File: src/rtl/riscv_mem_pkg.sv
// Shared definitions for the main data memory path: default line geometry of
// riscv_dram_data, the arbiter FSM state type and the requester identifiers.
package riscv_mem_pkg;

  // Geometry of the block-RAM data memory (one 128-bit line per address).
  localparam int MEM_DATA_WIDTH = 128;
  localparam int MEM_S_ADDR     = 10;

  typedef enum logic [1:0] {
    IDLE   = 2'd0,
    ACCESS = 2'd1,
    RESP   = 2'd2
  } state_t;

  // Requester identifiers; also the bit positions in the 2-bit request vector.
  localparam logic REQ_IC = 1'b0;
  localparam logic REQ_DC = 1'b1;

endpackage

File: src/rtl/riscv_dram_arbiter_if.sv
// Bus bundle between the two cache requesters, the arbiter and the data memory.
//   ic_*  : I-cache line refill (read only)
//   dc_*  : D-cache refill read / write-back
//   mem_* : single port of riscv_dram_data (registered read data)
// Modports:
//   slave  - the arbiter (receives requests and mem_rdata, drives acks and mem controls)
//   master - the surrounding system (caches + memory)
interface riscv_dram_arbiter_if #(
  parameter int DATA_WIDTH = 128,
  parameter int S_ADDR     = 10
);
  logic                  ic_req;
  logic [S_ADDR-1:0]     ic_addr;
  logic                  ic_ack;
  logic [DATA_WIDTH-1:0] ic_rdata;

  logic                  dc_req;
  logic                  dc_we;
  logic [S_ADDR-1:0]     dc_addr;
  logic [DATA_WIDTH-1:0] dc_wdata;
  logic                  dc_ack;
  logic [DATA_WIDTH-1:0] dc_rdata;

  logic                  mem_wren;
  logic                  mem_rden;
  logic [S_ADDR-1:0]     mem_addr;
  logic [DATA_WIDTH-1:0] mem_wdata;
  logic [DATA_WIDTH-1:0] mem_rdata;

  modport slave (
    input  ic_req, ic_addr, dc_req, dc_we, dc_addr, dc_wdata, mem_rdata,
    output ic_ack, ic_rdata, dc_ack, dc_rdata, mem_wren, mem_rden, mem_addr, mem_wdata
  );

  modport master (
    output ic_req, ic_addr, dc_req, dc_we, dc_addr, dc_wdata, mem_rdata,
    input  ic_ack, ic_rdata, dc_ack, dc_rdata, mem_wren, mem_rden, mem_addr, mem_wdata
  );

endinterface

File: src/rtl/riscv_rr_arbiter2.sv
// Two-way round-robin grant selection.
//   req_i        : request vector, bit REQ_IC = I-cache, bit REQ_DC = D-cache
//   last_grant_i : requester served by the previous transaction
//   grant_o      : requester to serve next (only meaningful when req_i != 0)
module riscv_rr_arbiter2
  import riscv_mem_pkg::*;
(
  input  logic [1:0] req_i,
  input  logic       last_grant_i,
  output logic       grant_o
);

  always_comb begin
    // NOTE: assign a default before any branch so every path drives grant_o
    // and no latch is inferred.
    grant_o = REQ_IC;
    if (req_i == 2'b11) begin
      // Contention: the requester that did not win last time goes next.
      grant_o = ~last_grant_i;
    end else if (req_i[REQ_DC]) begin
      grant_o = REQ_DC;
    end
  end

endmodule

File: src/rtl/riscv_dram_arbiter.sv
// Controller/arbiter for the single port of riscv_dram_data.
// Ports:
//   clk, rst_n : rising-edge clock, asynchronous active-low reset
//   bus        : slave side of riscv_dram_arbiter_if (ic_*, dc_*, mem_* signals)
//   busy       : high whenever the FSM is not IDLE
// Each transaction is IDLE (sample + latch) -> MEM_LATENCY x ACCESS -> RESP (ack).
module riscv_dram_arbiter
  import riscv_mem_pkg::*;
#(
  parameter int DATA_WIDTH  = MEM_DATA_WIDTH,
  parameter int S_ADDR      = MEM_S_ADDR,
  parameter int MEM_LATENCY = 1
) (
  input  logic                 clk,
  input  logic                 rst_n,
  riscv_dram_arbiter_if.slave  bus,
  output logic                 busy
);

  localparam int             CNT_W    = $clog2(MEM_LATENCY + 1);
  localparam logic [CNT_W-1:0] CNT_LOAD = CNT_W'(MEM_LATENCY - 1);

  state_t                state_q;
  logic [CNT_W-1:0]      cnt_q;
  logic                  grant_q;
  logic                  last_grant_q;
  logic                  we_q;
  logic [S_ADDR-1:0]     addr_q;
  logic [DATA_WIDTH-1:0] wdata_q;
  logic                  mem_wren_q;
  logic                  mem_rden_q;
  logic                  ic_ack_q;
  logic                  dc_ack_q;
  logic [DATA_WIDTH-1:0] ic_rdata_q;
  logic [DATA_WIDTH-1:0] dc_rdata_q;

  logic grant_w;
  logic dc_win_w;
  logic start_write_w;
  logic resp_ic_w;
  logic resp_dc_w;

  riscv_rr_arbiter2 u_arb (
    .req_i        ({bus.dc_req, bus.ic_req}),
    .last_grant_i (last_grant_q),
    .grant_o      (grant_w)
  );

  assign dc_win_w      = (grant_w == REQ_DC);
  assign start_write_w = dc_win_w & bus.dc_we;

  always_ff @(posedge clk or negedge rst_n) begin
    if (!rst_n) begin
      state_q      <= IDLE;
      cnt_q        <= '0;
      grant_q      <= REQ_IC;
      last_grant_q <= REQ_DC;  // I-cache wins the first tie
      we_q         <= 1'b0;
      addr_q       <= '0;
      wdata_q      <= '0;
      mem_wren_q   <= 1'b0;
      mem_rden_q   <= 1'b0;
      ic_ack_q     <= 1'b0;
      dc_ack_q     <= 1'b0;
      ic_rdata_q   <= '0;
      dc_rdata_q   <= '0;
    end else begin
      // NOTE: sequential state uses non-blocking assignments only, so every
      // register sees the pre-edge values of the others.
      mem_wren_q <= 1'b0;  // write strobe lives for the first ACCESS cycle only
      ic_ack_q   <= 1'b0;
      dc_ack_q   <= 1'b0;
      case (state_q)
        IDLE: begin
          if (bus.ic_req || bus.dc_req) begin
            grant_q    <= grant_w;
            we_q       <= start_write_w;
            addr_q     <= dc_win_w ? bus.dc_addr  : bus.ic_addr;
            wdata_q    <= dc_win_w ? bus.dc_wdata : '0;
            cnt_q      <= CNT_LOAD;
            mem_wren_q <= start_write_w;
            mem_rden_q <= ~start_write_w;
            state_q    <= ACCESS;
          end
        end
        ACCESS: begin
          if (cnt_q == '0) begin
            // Acks are registered so they line up with the RESP cycle, when
            // the memory's registered read data is valid.
            mem_rden_q <= 1'b0;
            ic_ack_q   <= (grant_q == REQ_IC);
            dc_ack_q   <= (grant_q == REQ_DC);
            state_q    <= RESP;
          end else begin
            cnt_q <= cnt_q - CNT_W'(1);
          end
        end
        RESP: begin
          if (grant_q == REQ_IC) ic_rdata_q <= bus.mem_rdata;
          else                   dc_rdata_q <= we_q ? '0 : bus.mem_rdata;
          last_grant_q <= grant_q;
          state_q      <= IDLE;
        end
        default: state_q <= IDLE;
      endcase
    end
  end

  // mem_rdata only becomes valid in RESP, so the granted rdata bus passes it
  // straight through that cycle and replays the captured copy afterwards.
  assign resp_ic_w = (state_q == RESP) && (grant_q == REQ_IC);
  assign resp_dc_w = (state_q == RESP) && (grant_q == REQ_DC);

  assign bus.ic_rdata  = resp_ic_w ? bus.mem_rdata : ic_rdata_q;
  assign bus.dc_rdata  = resp_dc_w ? (we_q ? '0 : bus.mem_rdata) : dc_rdata_q;
  assign bus.ic_ack    = ic_ack_q;
  assign bus.dc_ack    = dc_ack_q;
  assign bus.mem_wren  = mem_wren_q;
  assign bus.mem_rden  = mem_rden_q;
  assign bus.mem_addr  = addr_q;
  assign bus.mem_wdata = wdata_q;
  assign busy          = (state_q != IDLE);

endmodule

File: src/flat_wrapper.sv
// flat-port wrapper written by rule: the top's interface ports become plain ports
module riscv_dram_arbiter_flat import riscv_mem_pkg::*;
#(
  parameter int DATA_WIDTH  = MEM_DATA_WIDTH,
  parameter int S_ADDR      = MEM_S_ADDR,
  parameter int MEM_LATENCY = 1
)
  (clk, rst_n, busy, bus_ic_req, bus_ic_addr, bus_dc_req, bus_dc_we, bus_dc_addr, bus_dc_wdata, bus_mem_rdata, bus_ic_ack, bus_ic_rdata, bus_dc_ack, bus_dc_rdata, bus_mem_wren, bus_mem_rden, bus_mem_addr, bus_mem_wdata);
  riscv_dram_arbiter_if #(.DATA_WIDTH(DATA_WIDTH), .S_ADDR(S_ADDR)) bus_i ();
  input  logic clk;
  input  logic rst_n;
  output logic busy;
  input wire logic [$bits(bus_i.ic_req)-1:0] bus_ic_req;
  input wire logic [$bits(bus_i.ic_addr)-1:0] bus_ic_addr;
  input wire logic [$bits(bus_i.dc_req)-1:0] bus_dc_req;
  input wire logic [$bits(bus_i.dc_we)-1:0] bus_dc_we;
  input wire logic [$bits(bus_i.dc_addr)-1:0] bus_dc_addr;
  input wire logic [$bits(bus_i.dc_wdata)-1:0] bus_dc_wdata;
  input wire logic [$bits(bus_i.mem_rdata)-1:0] bus_mem_rdata;
  output wire logic [$bits(bus_i.ic_ack)-1:0] bus_ic_ack;
  output wire logic [$bits(bus_i.ic_rdata)-1:0] bus_ic_rdata;
  output wire logic [$bits(bus_i.dc_ack)-1:0] bus_dc_ack;
  output wire logic [$bits(bus_i.dc_rdata)-1:0] bus_dc_rdata;
  output wire logic [$bits(bus_i.mem_wren)-1:0] bus_mem_wren;
  output wire logic [$bits(bus_i.mem_rden)-1:0] bus_mem_rden;
  output wire logic [$bits(bus_i.mem_addr)-1:0] bus_mem_addr;
  output wire logic [$bits(bus_i.mem_wdata)-1:0] bus_mem_wdata;
  assign bus_i.ic_req = bus_ic_req;
  assign bus_i.ic_addr = bus_ic_addr;
  assign bus_i.dc_req = bus_dc_req;
  assign bus_i.dc_we = bus_dc_we;
  assign bus_i.dc_addr = bus_dc_addr;
  assign bus_i.dc_wdata = bus_dc_wdata;
  assign bus_i.mem_rdata = bus_mem_rdata;
  assign bus_ic_ack = bus_i.ic_ack;
  assign bus_ic_rdata = bus_i.ic_rdata;
  assign bus_dc_ack = bus_i.dc_ack;
  assign bus_dc_rdata = bus_i.dc_rdata;
  assign bus_mem_wren = bus_i.mem_wren;
  assign bus_mem_rden = bus_i.mem_rden;
  assign bus_mem_addr = bus_i.mem_addr;
  assign bus_mem_wdata = bus_i.mem_wdata;
  riscv_dram_arbiter #(.DATA_WIDTH(DATA_WIDTH), .S_ADDR(S_ADDR), .MEM_LATENCY(MEM_LATENCY)) u_core (.clk(clk), .rst_n(rst_n), .bus(bus_i), .busy(busy));
endmodule
File: config.mk
export PLATFORM = sky130hd
export DESIGN_NAME = riscv_dram_arbiter_flat
export DESIGN_NICKNAME = d
export VERILOG_FILES = /design/src/rtl/riscv_mem_pkg.sv /design/src/rtl/riscv_dram_arbiter_if.sv /design/src/rtl/riscv_rr_arbiter2.sv /design/src/rtl/riscv_dram_arbiter.sv /design/src/flat_wrapper.sv
export SDC_FILE = /design/constraint.sdc
export NUM_CORES = 1
export LEC_CHECK = 0
export BUFFER_PORTS_ARGS = -buffer_cell sky130_fd_sc_hd__buf_2
export CAP_MARGIN = 5
export CELL_PAD_IN_SITES_DETAIL_PLACEMENT = 0
export CELL_PAD_IN_SITES_GLOBAL_PLACEMENT = 1
export CORE_AREA = 2 2 265 267
export DETAILED_ROUTE_END_ITERATION = 7
export DIE_AREA = 0 0 267 269
export GPL_TIMING_DRIVEN = 0
export PLACE_DENSITY_LB_ADDON = 0.1
export SLEW_MARGIN = 20
export SYNTH_ARGS = -nofsm -noshare
export SYNTH_HDL_FRONTEND = slang
export SYNTH_SLANG_ARGS = --single-unit
File: constraint.sdc
create_clock -name clk -period 1.86 [get_ports clk]
set_input_delay 0.186 -clock clk [delete_from_list [all_inputs] [get_ports clk]]
set_output_delay 0.186 -clock clk [all_outputs]
set_load 0.01 [all_outputs]
==> flow_metrics.tcl <==
set metrics [dict create \
    gp_congestion 0.760 \
    grt_pass1_wl_mm 96.5 \
    grt_setup_unrepaired "true" \
    slew_headroom 0.608 \
    synth.cell_area_sq_mm 0.0154 \
    synthesis.nets 1451 \
    avgSynthCellArea_sq_um 13.1 \
    core_area_sq_mm 0.0693 \
    worst_path_dominant_cell_family "buffers and inverters" \
    worst_path_max_delay_cell "dfrtp_1" \
    arrival_ps 2230 \
    synth.yosys.seq_area_share 0.656 \
    path_buf_inv 4 \
    grt_pass1_vias 15009 \
    drive_gt1_frac 0.576 \
    cts_sinks 403 \
    synth-adder-area-share 0 \
    crit_top_cell "buf_12" \
    hpwl_mm 46.3 \
    final_common_cell "buf_2" \
    wire_per_inst_microns 20.4 \
    yosys_warnings 0 \
    status "finished with violations" \
    synthFlopType "dfrtp_1" \
    cts_buffer_depth 3 \
    dr.pass1.iters 4 \
    hold_viol 0 \
    synth-seq-cells 403 \
    cts_buffers 49 \
    area_delta_synth_final_pct 92.0 \
    hold_path_class "in -> async" \
    cp-end-kind "output port" \
    via_per_inst 4.21 \
    synth_cells 1170 \
    grt_overflow_total 0 \
    die-area_sq_mm 0.0718 \
    synth-async-reset-ratio 1.00 \
    ant_nets 0 \
    row_count 97 \
    fin_util 0.426 \
    power_density_mw_per_mm2 1770 \
    cts_tree "yes" \
    ir_drop_uv 773 \
    path_max_fanout 10 \
    worst_slew_pin_slew_ps 588 \
    wl_met1_mm 26.5 \
    synth_xor_area_frac 0 \
    initial_core_util 0.222 \
    htreeDepth 2 \
    worst_slack_ps -557 \
    cellLeakagePower_nw 14.4 \
    routed-via-count 13952 \
    synth_cell_types 21 \
    cap_violations 0 \
    synth-simple-area-share 0.0879 \
    boundaryPins 680 \
    synth_compound_area_frac 0.117 \
    post-place-ws_ps -859 \
    finalCritPeriodShare 1.30 \
    fin_nets 2613 \
    fin_crit_ps 2420 \
    layout_common_cells "549 x buf_2, 401 x dfrtp_1, 278 x dlygate4sd3_1, 177 x buf_6" \
    synth_edf_count 0 \
    drv_slew 0 \
    clk_pin_slew_ps 60 \
    finClkSkew_ps 18.7 \
    grt_max_degree 90 \
    chipWidth_microns 267 \
    port_buffers 679 \
    required_ps 1670 \
    max_freq_mhz 414 \
    final_cell_area_sq_mm 0.0295 \
    wl_mm 67.6 \
    slowest_delay_ps 400 \
    place_area_sq_mm 0.0201 \
    violations "setup timing" \
    synthMuxAreaShare 0.108 \
    top_layer "met4" \
    crit_type "reg -> out" \
    cts_root_buf "clkbuf_16" \
    clock_latency_ps 590 \
    worstPathCellList "nand2b_4, nor2_4, buf_12, buf_12, buf_12, mux2_2, buf_2" \
    critPathLaunchType "register" \
    drt-initial-drc-count 532 \
    p_total_mw 52.4 \
    synth_top_family_by_area "compound AO/OA/AOI/OAI gates" \
    grt_usage 0.179 \
    antenna_found_initial 3 \
    die_y_microns 269 \
    route.met3.wl_mm 4.75 \
    wl_met2_mm 34.6 \
    drc 0 \
    setup_viol 267 \
]
==> path summary, 6_finish.rpt <==
check | cells past startpoint | to | startpoint | slack [ps]
max | 7 | bus_ic_rdata[66] | u_core.state_q[0] | -560
max in group asynchronous | 4 | u_core.bus.mem_wdata[85] | rst_n | 350
min | 2 | u_core.dc_rdata_q[34] | rst_n | 180
min in group clk | 6 | u_core.state_q[0] | bus_ic_req | 260
min reg2reg | 2 | u_core.dc_rdata_q[89] | u_core.dc_rdata_q[89] | 460
max reg2reg | 15 | u_core.dc_rdata_q[61] | u_core.state_q[0] | -440
==> cell type report <==
type                       count  area (sq um)
antenna                        4          10.0
buffer                        83           966
clock buffer                  82          1540
clock inverter                 8           119
fill                        6671         39800
inverter                       2          7.51
multi-input combinational    678          6620
sequential                   403         10100
tap                          940          1180
timing repair buffer        1115          9000
==> power breakdown <==
group / total (mW) / internal, mW / switching (mW)
sequential: 14.6 / 12.7 / 1.88
clock: 9.87 / 6.03 / 3.85
combinational: 27.9 / 14.9 / 13.0
==> state kept, by name (all words and copies together), names as in the netlist, 2 cells and up <==
name	cells
u_core.dc_rdata_q	128
u_core.state_q	2
u_core.ic_rdata_q	128
u_core.bus.mem_wdata	128
u_core.bus.mem_addr	10
==> worst register-to-register path, stage by stage, from the launching register on <==
cell and delay (ps):
dfrtp_1 400, nand3b_1 180, buf_6 160, buf_12 160
clkbuf_16 190, buf_12 130, buf_16 140, nand2_4 50
o21ai_2 50, buf_4 140, buf_6 100, buf_6 100
buf_6 100, buf_6 100, buf_6 100, buf_6 100
==> Yosys cell counts, drive strengths merged, types with 2 or more instances <==
| cell | number | share of area |
|---|---|---|
| mux2 | 148 | 0.11 |
| nor2 | 4 | 0.00098 |
| inv | 2 | 0.00049 |
| buf | 57 | 0.023 |
| a22o | 129 | 0.073 |
| nand2 | 131 | 0.032 |
| nand2b | 130 | 0.053 |
| clkbuf | 30 | 0.0073 |
| and2 | 2 | 0.00081 |
| dfrtp | 402 | 0.65 |
| o21ai | 128 | 0.042 |
| or2 | 2 | 0.00081 |
==> through the flow <==
stage	hold WS [ps]	setup TNS (ps)	cells
finish	182	-117790	3315
global route	200	-151490	3314
CTS	160	-186280	3269
detailed placement	209	-239130	2793
global placement	409	-3548200	2789
floorplan	-110	0	1170
==> logic make-up (layout without fill, tap and decap cells) <==
logic type	count (synthesis)	after routing
compound gates	260	260
buf+inv	89	1290
flops	403	403
simple gates	270	270
other cells	0	4
mux	148	148
==> routing by layer <==
layer	GRT usage	up-vias
li1	-	6411
met1	0.206	6982
met2	0.318	471
met3	0.0551	88
met4	0.0509	0
met5	0	-
==> what timing repair did <==
| item | in CTS | in global routing |
|---|---|---|
| resized for setup | 553 | 494 |
| endpoints found under the setup margin | 587 | 404 |
| hold buffers | 278 | 0 |
| buffers inserted | 93 | 70 |
| pin swaps | 59 | 41 |
| cloned | 15 | 13 |
| hold endpoints to repair | 453 | 0 |
Note: power is estimated with default switching activity, not from simulation.
